[src/rtl/prog_loader_mb.sv]
// prog_loader_mb: framed UART byte stream loader writing little-endian words into one of
// NUM_BANKS memories, holding the system in reset while programming.
module prog_loader_mb #(
    parameter int DATA_W      = 32,
    parameter int ADDR_W      = 12,
    parameter int NUM_BANKS   = 2,
    parameter int TIMEOUT_CYC = 1000000
) (
    input  logic                 clk_i,
    input  logic                 rst_i,
    input  logic                 prog_i,
    input  logic                 rx_valid_i,
    input  logic [7:0]           rx_byte_i,
    output logic [NUM_BANKS-1:0] bank_we_o,
    output logic [ADDR_W-1:0]    addr_o,
    output logic [DATA_W-1:0]    wdata_o,
    output logic                 sys_rst_no,
    output logic                 busy_o,
    output logic                 done_o,
    output logic                 err_o,
    output logic [1:0]           err_code_o
);
    localparam int BPW = DATA_W / 8;
    localparam int BW  = BPW > 1 ? $clog2(BPW) : 1;
    localparam int TW  = $clog2(TIMEOUT_CYC);

    typedef enum logic [2:0] {IDLE, HDR, DATA, CSUM, DONE, ERR} state_t;

    state_t                state_q;
    logic [7:0]            bank_q, acc_q;
    logic [2:0]            cnt_q;
    logic [BW-1:0]         bcnt_q;
    logic [15:0]           widx_q;
    logic [31:0]           hdr_q;
    logic [DATA_W-1:0]     word_q, wdata_q;
    logic [TW-1:0]         tmo_q;
    logic [NUM_BANKS-1:0]  we_q;
    logic [ADDR_W-1:0]     addr_q;
    logic                  sys_rst_q, done_q, err_q;
    logic [1:0]            code_q;
    logic [31:0]           hdr_d;
    logic [DATA_W-1:0]     word_d;
    logic                  busy, tmo_hit;

    // header bytes 1..4 shift in as {len_hi, len_lo, addr_hi, addr_lo}
    assign hdr_d   = {rx_byte_i, hdr_q[31:8]};
    assign word_d  = DATA_W'({rx_byte_i, word_q} >> 8);
    assign busy    = state_q == HDR || state_q == DATA || state_q == CSUM;
    assign tmo_hit = !rx_valid_i && tmo_q == TW'(TIMEOUT_CYC - 1);

    assign bank_we_o  = we_q;
    assign addr_o     = addr_q;
    assign wdata_o    = wdata_q;
    assign sys_rst_no = sys_rst_q;
    assign busy_o     = busy;
    assign done_o     = done_q;
    assign err_o      = err_q;
    assign err_code_o = code_q;

    always_ff @(posedge clk_i or posedge rst_i) begin
        if (rst_i) begin
            state_q   <= IDLE;
            bank_q    <= '0;
            acc_q     <= '0;
            cnt_q     <= '0;
            bcnt_q    <= '0;
            widx_q    <= '0;
            hdr_q     <= '0;
            word_q    <= '0;
            wdata_q   <= '0;
            tmo_q     <= '0;
            we_q      <= '0;
            addr_q    <= '0;
            sys_rst_q <= 1'b0;
            done_q    <= 1'b0;
            err_q     <= 1'b0;
            code_q    <= 2'b00;
        end else begin
            we_q      <= '0;
            sys_rst_q <= state_q == IDLE && !prog_i;
            tmo_q     <= (rx_valid_i || !busy) ? '0 : tmo_q + 1'b1;
            // abort and timeout take priority over any byte in the same cycle
            if (busy && (!prog_i || tmo_hit)) begin
                state_q <= ERR;
                err_q   <= 1'b1;
                code_q  <= 2'b11;
            end else begin
                case (state_q)
                    IDLE: if (prog_i) begin
                        state_q <= HDR;
                        done_q  <= 1'b0;
                        err_q   <= 1'b0;
                        code_q  <= 2'b00;
                        cnt_q   <= '0;
                        bcnt_q  <= '0;
                        widx_q  <= '0;
                        acc_q   <= '0;
                    end
                    HDR: if (rx_valid_i) begin
                        cnt_q <= cnt_q + 1'b1;
                        if (cnt_q == 3'd0) begin
                            bank_q <= rx_byte_i;
                            if (rx_byte_i >= 8'(NUM_BANKS)) begin
                                state_q <= ERR;
                                err_q   <= 1'b1;
                                code_q  <= 2'b01;
                            end
                        end else begin
                            hdr_q <= hdr_d;
                            if (cnt_q == 3'd4)
                                state_q <= hdr_d[31:16] == 16'd0 ? CSUM : DATA;
                        end
                    end
                    DATA: if (rx_valid_i) begin
                        acc_q  <= acc_q + rx_byte_i;
                        word_q <= word_d;
                        bcnt_q <= bcnt_q + 1'b1;
                        if (bcnt_q == BW'(BPW - 1)) begin
                            bcnt_q  <= '0;
                            we_q    <= NUM_BANKS'(1) << bank_q;
                            addr_q  <= ADDR_W'(hdr_q[15:0] + widx_q);
                            wdata_q <= word_d;
                            widx_q  <= widx_q + 16'd1;
                            if (widx_q == hdr_q[31:16] - 16'd1) state_q <= CSUM;
                        end
                    end
                    CSUM: if (rx_valid_i) begin
                        if (8'(acc_q + rx_byte_i) == 8'd0) begin
                            state_q <= DONE;
                            done_q  <= 1'b1;
                        end else begin
                            state_q <= ERR;
                            err_q   <= 1'b1;
                            code_q  <= 2'b10;
                        end
                    end
                    DONE, ERR: if (!prog_i) state_q <= IDLE;
                    default: state_q <= IDLE;
                endcase
            end
        end
    end
endmodule
[config.mk]
export PLATFORM = sky130hd
export DESIGN_NAME = prog_loader_mb
export DESIGN_NICKNAME = d
export VERILOG_FILES = /design/src/rtl/prog_loader_mb.sv
export SDC_FILE = /design/constraint.sdc
export NUM_CORES = 1
export LEC_CHECK = 0
export CAP_MARGIN = 30
export CORE_ASPECT_RATIO = 2
export CORE_UTILIZATION = 50
export DETAILED_ROUTE_END_ITERATION = 16
export HOLD_SLACK_MARGIN = 0.02
export PLACE_DENSITY = 0.74
export SLEW_MARGIN = 25
export SYNTH_ARGS = -nofsm -noshare
export SYNTH_HDL_FRONTEND = slang
export SYNTH_SLANG_ARGS = --single-unit
[constraint.sdc]
create_clock -name clk_i -period 12.5 [get_ports clk_i]
set_input_delay 2.5 -clock clk_i [delete_from_list [all_inputs] [get_ports clk_i]]
set_output_delay 2.5 -clock clk_i [all_outputs]
set_load 0.01 [all_outputs]
==> qor.yml, run 1 <==
run_status:
  outcome: "completed"
floorplan:
  ioPinCount: 64
  die_h_um: 184
  row_count: 66
  die_area_um2: 17100
  fp.dieW_um: 92.9
  core_um2: 16200
  initial_core_util_pct: 51.1
placement:
  io_buffers: 63
  pre_cts_ws_ns: 6.92
  dp_hpwl_um: 12900
  gp_congestion: 0.894
timing:
  rsz0062_at_grt: "false"
  hold_viol: 0
  max_slew_margin_pct: 42.3
  final-setup-viol-count: 0
  fmax_ghz: 0.194
  clock_skew_ns: 0.00838
  slew_viol_final: 0
  worstMarginPinSlew_ns: 0.865
  post-route-period-util_pct: 41.3
  period_minus_slack_ns: 5.16
  fin_ws_ns: 7.34
  tns_ns: 0
synthesis:
  yosysTopAreaCellShare_pct: 50.5
  synth-seq-area-share_pct: 50.5
  synth-edff-count: 0
  ys_async_sr_fraction_pct: 100
  yosys.area_share.simple_pct: 17.5
  syn_inst: 783
  ys_warn_count: 0
  synth-main-ff-cell: "dfrtp_1"
  yosysTopAreaCell: "dfrtp_1"
  synth_cell_types: 70
  synth_area_leaders: "dfrtp_1, mux2_2, nand2_1"
  synth_xor_area_share_pct: 5.72
  synth_top_family_by_area: "simple AND/OR/NAND/NOR gates"
  syn-num-nets: 822
  syn_area_um2: 8270
  synthAdderAreaFrac_pct: 4.27
  synth-seq-cells: 167
  synth_most_common_cell: "dfrtp_1"
  synth.area.mux_share_pct: 10.2
  synth_compound_area_share_pct: 9.38
  syn_avg_cell_area_um2: 10.6
  synth_common_cells: "dfrtp_1, nand2_1, mux2_2, nor2_1, xor2_1"
worst_setup_path:
  cp_cell_sequence: "clkdlybuf4s50_1, and3b_1, nand4_1, o21ai_1, nor3_2, buf_4, nand2_2, buf_4, mux2_2"
  crit_type: "in2reg"
  critPathMaxFanout: 32
  crit_top_cell: "buf_4"
  arrival_ns: 5.47
  worst_setup_path_end_kind: "register"
  path_buf_inv: 3
  cp_top_family: "buffers and inverters"
  cp_slowest_cell: "clkdlybuf4s50_1"
  start_kind: "input port"
  slowest_delay_ns: 0.50
  cp.required_ns: 12.81
global_routing:
  globalRouteOverflowTotal: 0
  antenna_found_initial: 0
  grt_usage_pct: 22.3
  grt_max_degree: 106
  grt_pass1_wl_um: 29400
  grt_pass1_vias: 6049
clocking:
  clock_path_buffers: 2
  hold_buffers: 0
  cts_max_level: 4
  clkTransAtPathRegs_ns: 0.07
  cts_resized: 0
  post_cts_buffers: 0
  clk-insertion-delay-late_ns: 0.43
  numClockSinks: 167
  cts_tree: "yes"
  cts-root-buf: "clkbuf_16"
  numCtsBuffers: 17
cells_and_area:
  n_antenna_cell: 0
  nets: 881
  area.growth.synth_to_final_pct: 17.1
  drive_above_1_share_pct: 15.1
pwr:
  p_per_area_nw_per_um2: 179
  switching_share_pct: 34.7
  pwr-share-seq_pct: 44.0
  p_int_mw: 1.13
  pwr-share-clk_pct: 29.4
  power.share.combinational_pct: 26.5
  ir_worst_vdd_v: 0.000117
  switching_power_uw: 603
  p_total_mw: 1.74
  p_leak_nw: 4.52
detailed_routing:
  wire_per_inst_um: 17.3
  num_vias: 6126
  finalWirelength_um: 18300
  drt_iter0_markers: 437
  first_pass_iters: 4
  via_per_inst: 5.78
  drc: 0
  route.antenna.remaining_nets: 0
worst_hold_path:
  min-delay-path-class: "reg2reg"
run:
  cap_violations: 0
[cell usage in the layout (no fill, tap or decap), types with 13 or more instances in the layout]
| cell type | count |
|---|---|
| nand2_1 | 116 |
| nand4_1 | 14 |
| nor2_1 | 63 |
| nor3_1 | 16 |
| a21oi_1 | 21 |
| clkbuf_16 | 17 |
| dfrtp_1 | 167 |
| and3_1 | 13 |
| ha_1 | 25 |
| clkdlybuf4s50_1 | 63 |
| o21ai_0 | 30 |
| nand3_1 | 17 |
| mux2_2 | 73 |
| inv_1 | 19 |
| xor2_1 | 37 |
| xnor2_1 | 17 |
[final cells by class]
| type | instances | area, um^2 |
|---|---|---|
| clock buffers | 18 | 429 |
| clock inverters | 14 | 138 |
| fillers | 1379 | 6500 |
| inverters | 21 | 83.8 |
| multi-input cells | 566 | 3900 |
| flip-flops and latches | 167 | 4180 |
| well taps | 204 | 255 |
| repair buffers | 69 | 703 |
[logic make-up after synthesis]
logic type | after synthesis
and+or+nand+nor | 297
DFF | 167
AOI/OAI and AO/OA | 113
muxes | 75
xor gates and xnor gates | 54
buffers and inverters | 50
adders and majority gates | 27
[layer usage]
layer	part of all wire (%)	track usage, %	up-vias
met2	55	41.3	163
met4	4.2	11.8	0
met5	0	0	-
met3	3.1	3.64	50
li1	-	-	2891
met1	38	23.7	3022
[sequential cells by signal, indices dropped and copies added, names as in the netlist]
| register | flops |
|---|---|
| addr_o | 12 |
| cnt_q | 3 |
| acc_q | 8 |
| sys_rst_no | 1 |
| widx_q | 16 |
| err_o | 1 |
| hdr_q | 32 |
| word_q | 24 |
| done_o | 1 |
| wdata_o | 32 |
| bank_q | 8 |
| state_q | 3 |
| err_code_o | 2 |
| tmo_q | 20 |
| bcnt_q | 2 |
| bank_we_o | 2 |
[stage by stage]
stage          instances  area [um^2]  hold WS (ns)  utilization, %
6_report            1059         9690         0.474            59.8
5_1_grt             1059         9690         0.505            59.8
4_1_cts             1058         9660         0.480            59.7
3_5_place_dp        1026         9090         0.463            56.2
3_3_place_gp        1025         9080         0.457            56.1
2_1_floorplan        783         8270         0.418               -
[final timing paths]
path	startpoint	endpoint	slack, ns	cells past startpoint
setup / recovery	rx_valid_i	wdata_o[8]$_DFFE_PP0P_	7.34	9
hold / removal	addr_o[5]$_DFFE_PP0P_	addr_o[5]$_DFFE_PP0P_	0.47	2
setup reg to reg	tmo_q[6]$_DFF_PP0_	wdata_o[8]$_DFFE_PP0P_	9.12	8
hold reg to reg	addr_o[5]$_DFFE_PP0P_	addr_o[5]$_DFFE_PP0P_	0.47	2
max in group asynchronous	rst_i	tmo_q[2]$_DFF_PP0_	9.02	3
min in group asynchronous	rst_i	wdata_o[2]$_DFFE_PP0P_	2.40	2
[worst reg2reg max path: stages (launching register included)]
cell and delay, ns:
dfrtp_1 0.44, nor4b_1 0.53, nand4_1 0.20, o21ai_1 0.49, nor3_2 0.09, buf_4 0.26
nand2_2 0.38, buf_4 0.46, mux2_2 0.40
[power groups by stage]
stage | logic (mW) | clock network (mW) | registers [mW]
after floorplan | 0.383 | 0 | 0.709
after global placement | 0.445 | 0 | 0.771
after detailed placement | 0.457 | 0 | 0.773
after CTS | 0.459 | 0.520 | 0.763
after global routing | 0.507 | 0.542 | 0.779
final | 0.461 | 0.511 | 0.765
(Power assumes the default switching activity.)
==> run 2: changes to the inputs <==
Clock period 12.5 ns to 4.8 ns, I/O delays scaled along.
==> qor.yml, run 2 (synthesized netlist as in run 1, its figures left out) <==
run_status:
  outcome: "completed"
cells_and_area:
  final_cell_mix: "dfrtp_1, nand2_1, mux2_2"
  nets: 883  # +0.23%
  area.growth.synth_to_final_pct: 17.6
  n_antenna_cell: 0  # unchanged
  drive_above_1_share_pct: 15.4  # +0.31 points
  mostFrequentLayoutCell: "dfrtp_1"
global_routing:
  grt_pass1_vias: 6196  # +2.4%
  grt_usage_pct: 23.0  # +0.70 points
  grt_max_degree: 59  # -44%
  globalRouteOverflowTotal: 0  # unchanged
  grt_pass1_wl_um: 30400  # +3.1%
  antenna_found_initial: 0  # unchanged
pwr:
  p_total_mw: 4.52  # +160%
  p_per_area_nw_per_um2: 465  # +160%
  ir_worst_vdd_v: 0.000321  # +170%
  p_leak_nw: 4.52  # about the same
placement:
  gp_congestion: 0.869  # -2.8%
  dp_hpwl_um: 12900  # -0.48%
  io_buffers: 63  # unchanged
worst_setup_path:
  crit_type: "in2reg"
  cp.required_ns: 5.12  # -7.69 ns
  cp_cell_sequence: "clkdlybuf4s50_1, ha_1, fa_1, a211o_1, and3_1, o311ai_0, o21ba_2, nand3_1, o21ai_0, mux2_2"
  critPathMaxFanout: 6  # -81%
  cp_top_family: "compound AO/OA/AOI/OAI gates"
  worst_r2r_path_depth: 10  # +2
  arrival_ns: 3.91  # -1.56 ns
  reg2reg_setup_slack_ns: 1.82  # -7.30 ns
  start_kind: "input port"
  worst_setup_path_end_kind: "register"
  path_buf_inv: 1  # -2
  cp_slowest_cell: "clkdlybuf4s50_1"
  slowest_delay_ns: 0.50  # about the same
  crit_cells: 10  # +1
timing:
  slew_viol_final: 0  # unchanged
  period_minus_slack_ns: 3.59
  worstMarginPinSlew_ns: 0.787  # -0.0778 ns
  max_slew_margin_pct: 47.0  # +4.8 points
  post-route-period-util_pct: 74.8
  final-setup-viol-count: 0  # unchanged
  hold_viol: 0  # unchanged
  tns_ns: 0  # unchanged
  clock_skew_ns: 0.00977  # +0.00138 ns
  worst_hold_slack_ns: 0.475  # +0.000533 ns
  rsz0062_at_grt: "false"
  fmax_ghz: 0.278
detailed_routing:
  first_pass_iters: 5  # +1
  finalWirelength_um: 18300  # about the same
  num_vias: 6088  # -0.62%
  via_per_inst: 5.74  # -0.81%
  drc: 0  # unchanged
  drt_iter0_markers: 427  # -2.3%
  route.antenna.remaining_nets: 0  # unchanged
  wire_per_inst_um: 17.3  # -0.19%
clocking:
  cts-root-buf: "clkbuf_16"
  cts_tree: "yes"
  clkTransAtPathRegs_ns: 0.07  # about the same
  clk-insertion-delay-late_ns: 0.44  # about the same
  cts_resized: 0  # unchanged
  numClockSinks: 167  # unchanged
  post_cts_buffers: 0  # unchanged
  hold_buffers: 0  # unchanged
  clock_path_buffers: 2  # unchanged
  numCtsBuffers: 17  # unchanged
  cts_max_level: 4  # unchanged
floorplan:
  core_um2: 16200  # unchanged
  die_h_um: 184  # unchanged
  initial_core_util_pct: 51.1  # unchanged
  die_area_um2: 17100  # unchanged
  fp.dieW_um: 92.9  # unchanged
  row_count: 66  # unchanged
  ioPinCount: 64  # unchanged
worst_hold_path:
  min_path_cells: 2  # unchanged
  min-delay-path-class: "reg2reg"
run:
  cap_violations: 0  # unchanged
-- run 2: cell types whose count changed in the layout (fill, tap and decap cells not counted), sizes merged --
cell	previous run	this run
clkinvlp	1	6
buf	6	8
clkinv	5	3
inv	28	26
bufinv	1	0
-- run 2: report_power, final --
| group | internal [mW] | switching (mW) |
|---|---|---|
| sequential | 1.67 | 0.315 |
| clock | 0.702 | 0.628 |
| combinational | 0.556 | 0.643 |
-- run 2: layer usage --
layer	part of all wire (%)	vias to the layer above	global-route usage, %
li1	-	2895	-
met1	38	2990	25.0
met2	55	152	41.9
met3	3.0	51	4.09
met4	4.1	0	12.0
met5	0	-	0
-- run 2: through the flow --
step	area (um^2)	worst slack [ns]	utilization, %	cells
after floorplan	8270	1.60	-	783
after global placement	9140	0.890	56.5	1029
after detailed placement	9140	0.797	56.5	1029
after CTS	9720	1.25	60.1	1061
after global routing	9720	1.12	60.1	1061
final	9720	1.21	60.1	1061
-- run 2: path summary, 6_finish.rpt --
kind,from,to
min in group asynchronous,rst_i,hdr_q[30]$_DFFE_PP0P_
max,rx_byte_i[0],err_code_o[1]$_DFFE_PP0P_
min reg2reg,addr_o[7]$_DFFE_PP0P_,addr_o[7]$_DFFE_PP0P_
max reg2reg,widx_q[0]$_DFFE_PP0P_,addr_o[10]$_DFFE_PP0P_
min,addr_o[7]$_DFFE_PP0P_,addr_o[7]$_DFFE_PP0P_
max in group asynchronous,rst_i,word_q[30]$_DFFE_PP0P_
-- run 2: area by class of cell --
| type | instances | area (um^2) |
|---|---|---|
| fill | 1388 | 6460 |
| sequential | 167 | 4180 |
| multi-input combinational | 566 | 3900 |
| timing repair buffer | 71 | 728 |
| clock buffer | 18 | 439 |
| tap | 204 | 255 |
| clock inverter | 14 | 139 |
| inverter | 21 | 82.6 |
-- run 2: worst min-delay path: cells and delay by family, from the launching register on --
kind               cells  cell delay [ns]
AOI/OAI and AO/OA      1             0.06
and+or+nand+nor        1             0.04
DFF                    1             0.34
==> run 3: changes to the inputs <==
Clock period 4.8 ns to 3.4 ns, I/O delays scaled along.
==> qor.yml, run 3 (synthesized netlist as in run 1, its figures left out) <==
clocking:
  cts_max_level: 4  # unchanged
  post_cts_buffers: 0  # unchanged
  clkTransAtPathRegs_ns: 0.07  # about the same
  hold_buffers: 0  # unchanged
  numCtsBuffers: 17  # unchanged
  numClockSinks: 167  # unchanged
  cts_resized: 0  # unchanged
  clock_path_buffers: 2  # unchanged
  clk-insertion-delay-late_ns: 0.43  # about the same
  cts-root-buf: "clkbuf_16"
  cts_tree: "yes"
worst_setup_path:
  slowest_delay_ns: 0.43  # -0.07 ns
  arrival_ns: 3.44  # -0.47 ns
  path_buf_inv: 1  # unchanged
  cp_cell_sequence: "clkdlybuf4s50_1, ha_1, fa_1, a211o_1, and3_1, o311ai_0, o21ba_2, nand3_1, o21ai_0, mux2_2"
  cp.required_ns: 3.70  # -1.42 ns
  worst_setup_path_end_kind: "register"
  crit_type: "in2reg"
  cp_slowest_cell: "clkdlybuf4s50_1"
  start_kind: "input port"
  cp_top_family: "compound AO/OA/AOI/OAI gates"
  critPathMaxFanout: 3  # -3
placement:
  dp.cells: 1055  # +2.5%
  gp_congestion: 0.948  # +9.1%
  dp_hpwl_um: 12900  # +0.20%
  io_buffers: 63  # unchanged
  pre_cts_ws_ns: -0.178  # -0.975 ns
detailed_routing:
  first_pass_iters: 5  # unchanged
  finalWirelength_um: 18400  # +0.69%
  drt_iter0_markers: 408  # -4.4%
  drc: 0  # unchanged
  via_per_inst: 5.68  # -1.0%
  num_vias: 6167  # +1.3%
  route.antenna.remaining_nets: 0  # unchanged
  wire_per_inst_um: 17.0  # -1.6%
global_routing:
  grt_pass1_vias: 6239  # +0.69%
  grt_pass1_wl_um: 30100  # -0.80%
  grt_usage_pct: 22.8  # -0.19 points
  globalRouteOverflowTotal: 0  # unchanged
  grt_max_degree: 73  # +24%
  antenna_found_initial: 0  # unchanged
cells_and_area:
  nets: 909  # +2.9%
  fin_util_pct: 61.5  # +1.4 points
  area.growth.synth_to_final_pct: 20.3
  final_cell_mix: "dfrtp_1, nand2_1, mux2_2"
  final.fill_count: 1357  # -2.2%
  n_antenna_cell: 0  # unchanged
  drive_above_1_share_pct: 17.6  # +2.2 points
  mostFrequentLayoutCell: "dfrtp_1"
  layoutNonFillerInstCount: 1086  # +2.4%
pwr:
  p_total_mw: 6.52  # +44%
  p_leak_nw: 4.68  # +3.4%
  ir_worst_vdd_v: 0.000472  # +47%
  p_per_area_nw_per_um2: 655  # +41%
  p_int_mw: 4.34  # +48%
  switching_share_pct: 33.4  # -1.7 points
  power.share.combinational_pct: 27.4  # +0.9 points
  switching_power_mw: 2.18  # +37%
  pwr-share-seq_pct: 42.8  # -1.2 points
  pwr-share-clk_pct: 29.8  # +0.3 points
floorplan:
  ioPinCount: 64  # unchanged
  core_um2: 16200  # unchanged
  fp.dieW_um: 92.9  # unchanged
  row_count: 66  # unchanged
  die_area_um2: 17100  # unchanged
  die_h_um: 184  # unchanged
  initial_core_util_pct: 51.1  # unchanged
timing:
  post-route-period-util_pct: 92.4
  tns_ns: 0  # unchanged
  worstMarginPinSlew_ns: 0.648  # -0.139 ns
  max_slew_margin_pct: 56.4  # +9.4 points
  final-setup-viol-count: 0  # unchanged
  rsz0062_at_grt: "false"
  fmax_ghz: 0.318
  fin_ws_ns: 0.259  # -0.948 ns
  period_minus_slack_ns: 3.14
  clock_skew_ns: 0.00872  # -0.00105 ns
  slew_viol_final: 0  # unchanged
  hold_viol: 0  # unchanged
worst_hold_path:
  min-delay-path-class: "reg2reg"
run:
  cap_violations: 0  # unchanged
run_status:
  outcome: "completed"
run 3: final cells by class:
type / count / area, um^2 / area share, %
clock buffers: 20 / 447 / 4.49
clock inverters: 11 / 139 / 1.40
inverters: 21 / 82.6 / 0.830
multi-input cells: 566 / 3900 / 39.2
flip-flops and latches: 167 / 4180 / 42.0
well taps: 204 / 255 / 2.57
repair buffers: 97 / 948 / 9.53
run 3: path summary, 6_finish.rpt:
| check | startpoint | end | slack, ns | cells after the start |
|---|---|---|---|---|
| worst max register to register | widx_q[0]$_DFFE_PP0P_ | addr_o[10]$_DFFE_PP0P_ | 0.45 | 10 |
| worst max-delay path | rx_byte_i[0] | err_code_o[1]$_DFFE_PP0P_ | 0.26 | 10 |
| max in group asynchronous | rst_i | hdr_q[26]$_DFFE_PP0P_ | 1.90 | 3 |
| min in group asynchronous | rst_i | widx_q[1]$_DFFE_PP0P_ | 0.62 | 2 |
| worst min register to register | word_q[13]$_DFFE_PP0P_ | word_q[13]$_DFFE_PP0P_ | 0.47 | 2 |
| worst min-delay path | word_q[13]$_DFFE_PP0P_ | word_q[13]$_DFFE_PP0P_ | 0.47 | 2 |
run 3: power by group through the flow:
stage	sequential, mW	clock [mW]	combinational, mW
after floorplan	2.61	0	1.41
after global placement	2.81	0	1.73
after detailed placement	2.82	0	1.77
after CTS	2.78	1.97	1.79
after global routing	2.84	2.05	1.96
final	2.79	1.94	1.79
run 3: metal layers:
layer  wire length [um]  part of all wire, %  global-route usage, %  vias up
met5                  0                    0                      0        -
met4                633                  3.4                   11.7        0
met3                493                  2.7                   3.76       39
met2              10300                   56                   42.1      112
met1               7030                   38                   24.5     3073
li1                   -                    -                      -     2943
run 3: worst min-delay path, stage by stage, from the launching register on:
cell and delay [ns]:
dfrtp_1 0.34, nand2_1 0.05, nand2_1 0.05
run 3: stage by stage:
step	hold slack, ns	instance area [um^2]
2_1_floorplan	0.418	8270
3_3_place_gp	0.455	9360
3_5_place_dp	0.459	9360
4_1_cts	0.475	9950
5_1_grt	0.506	9950
6_report	0.472	9950
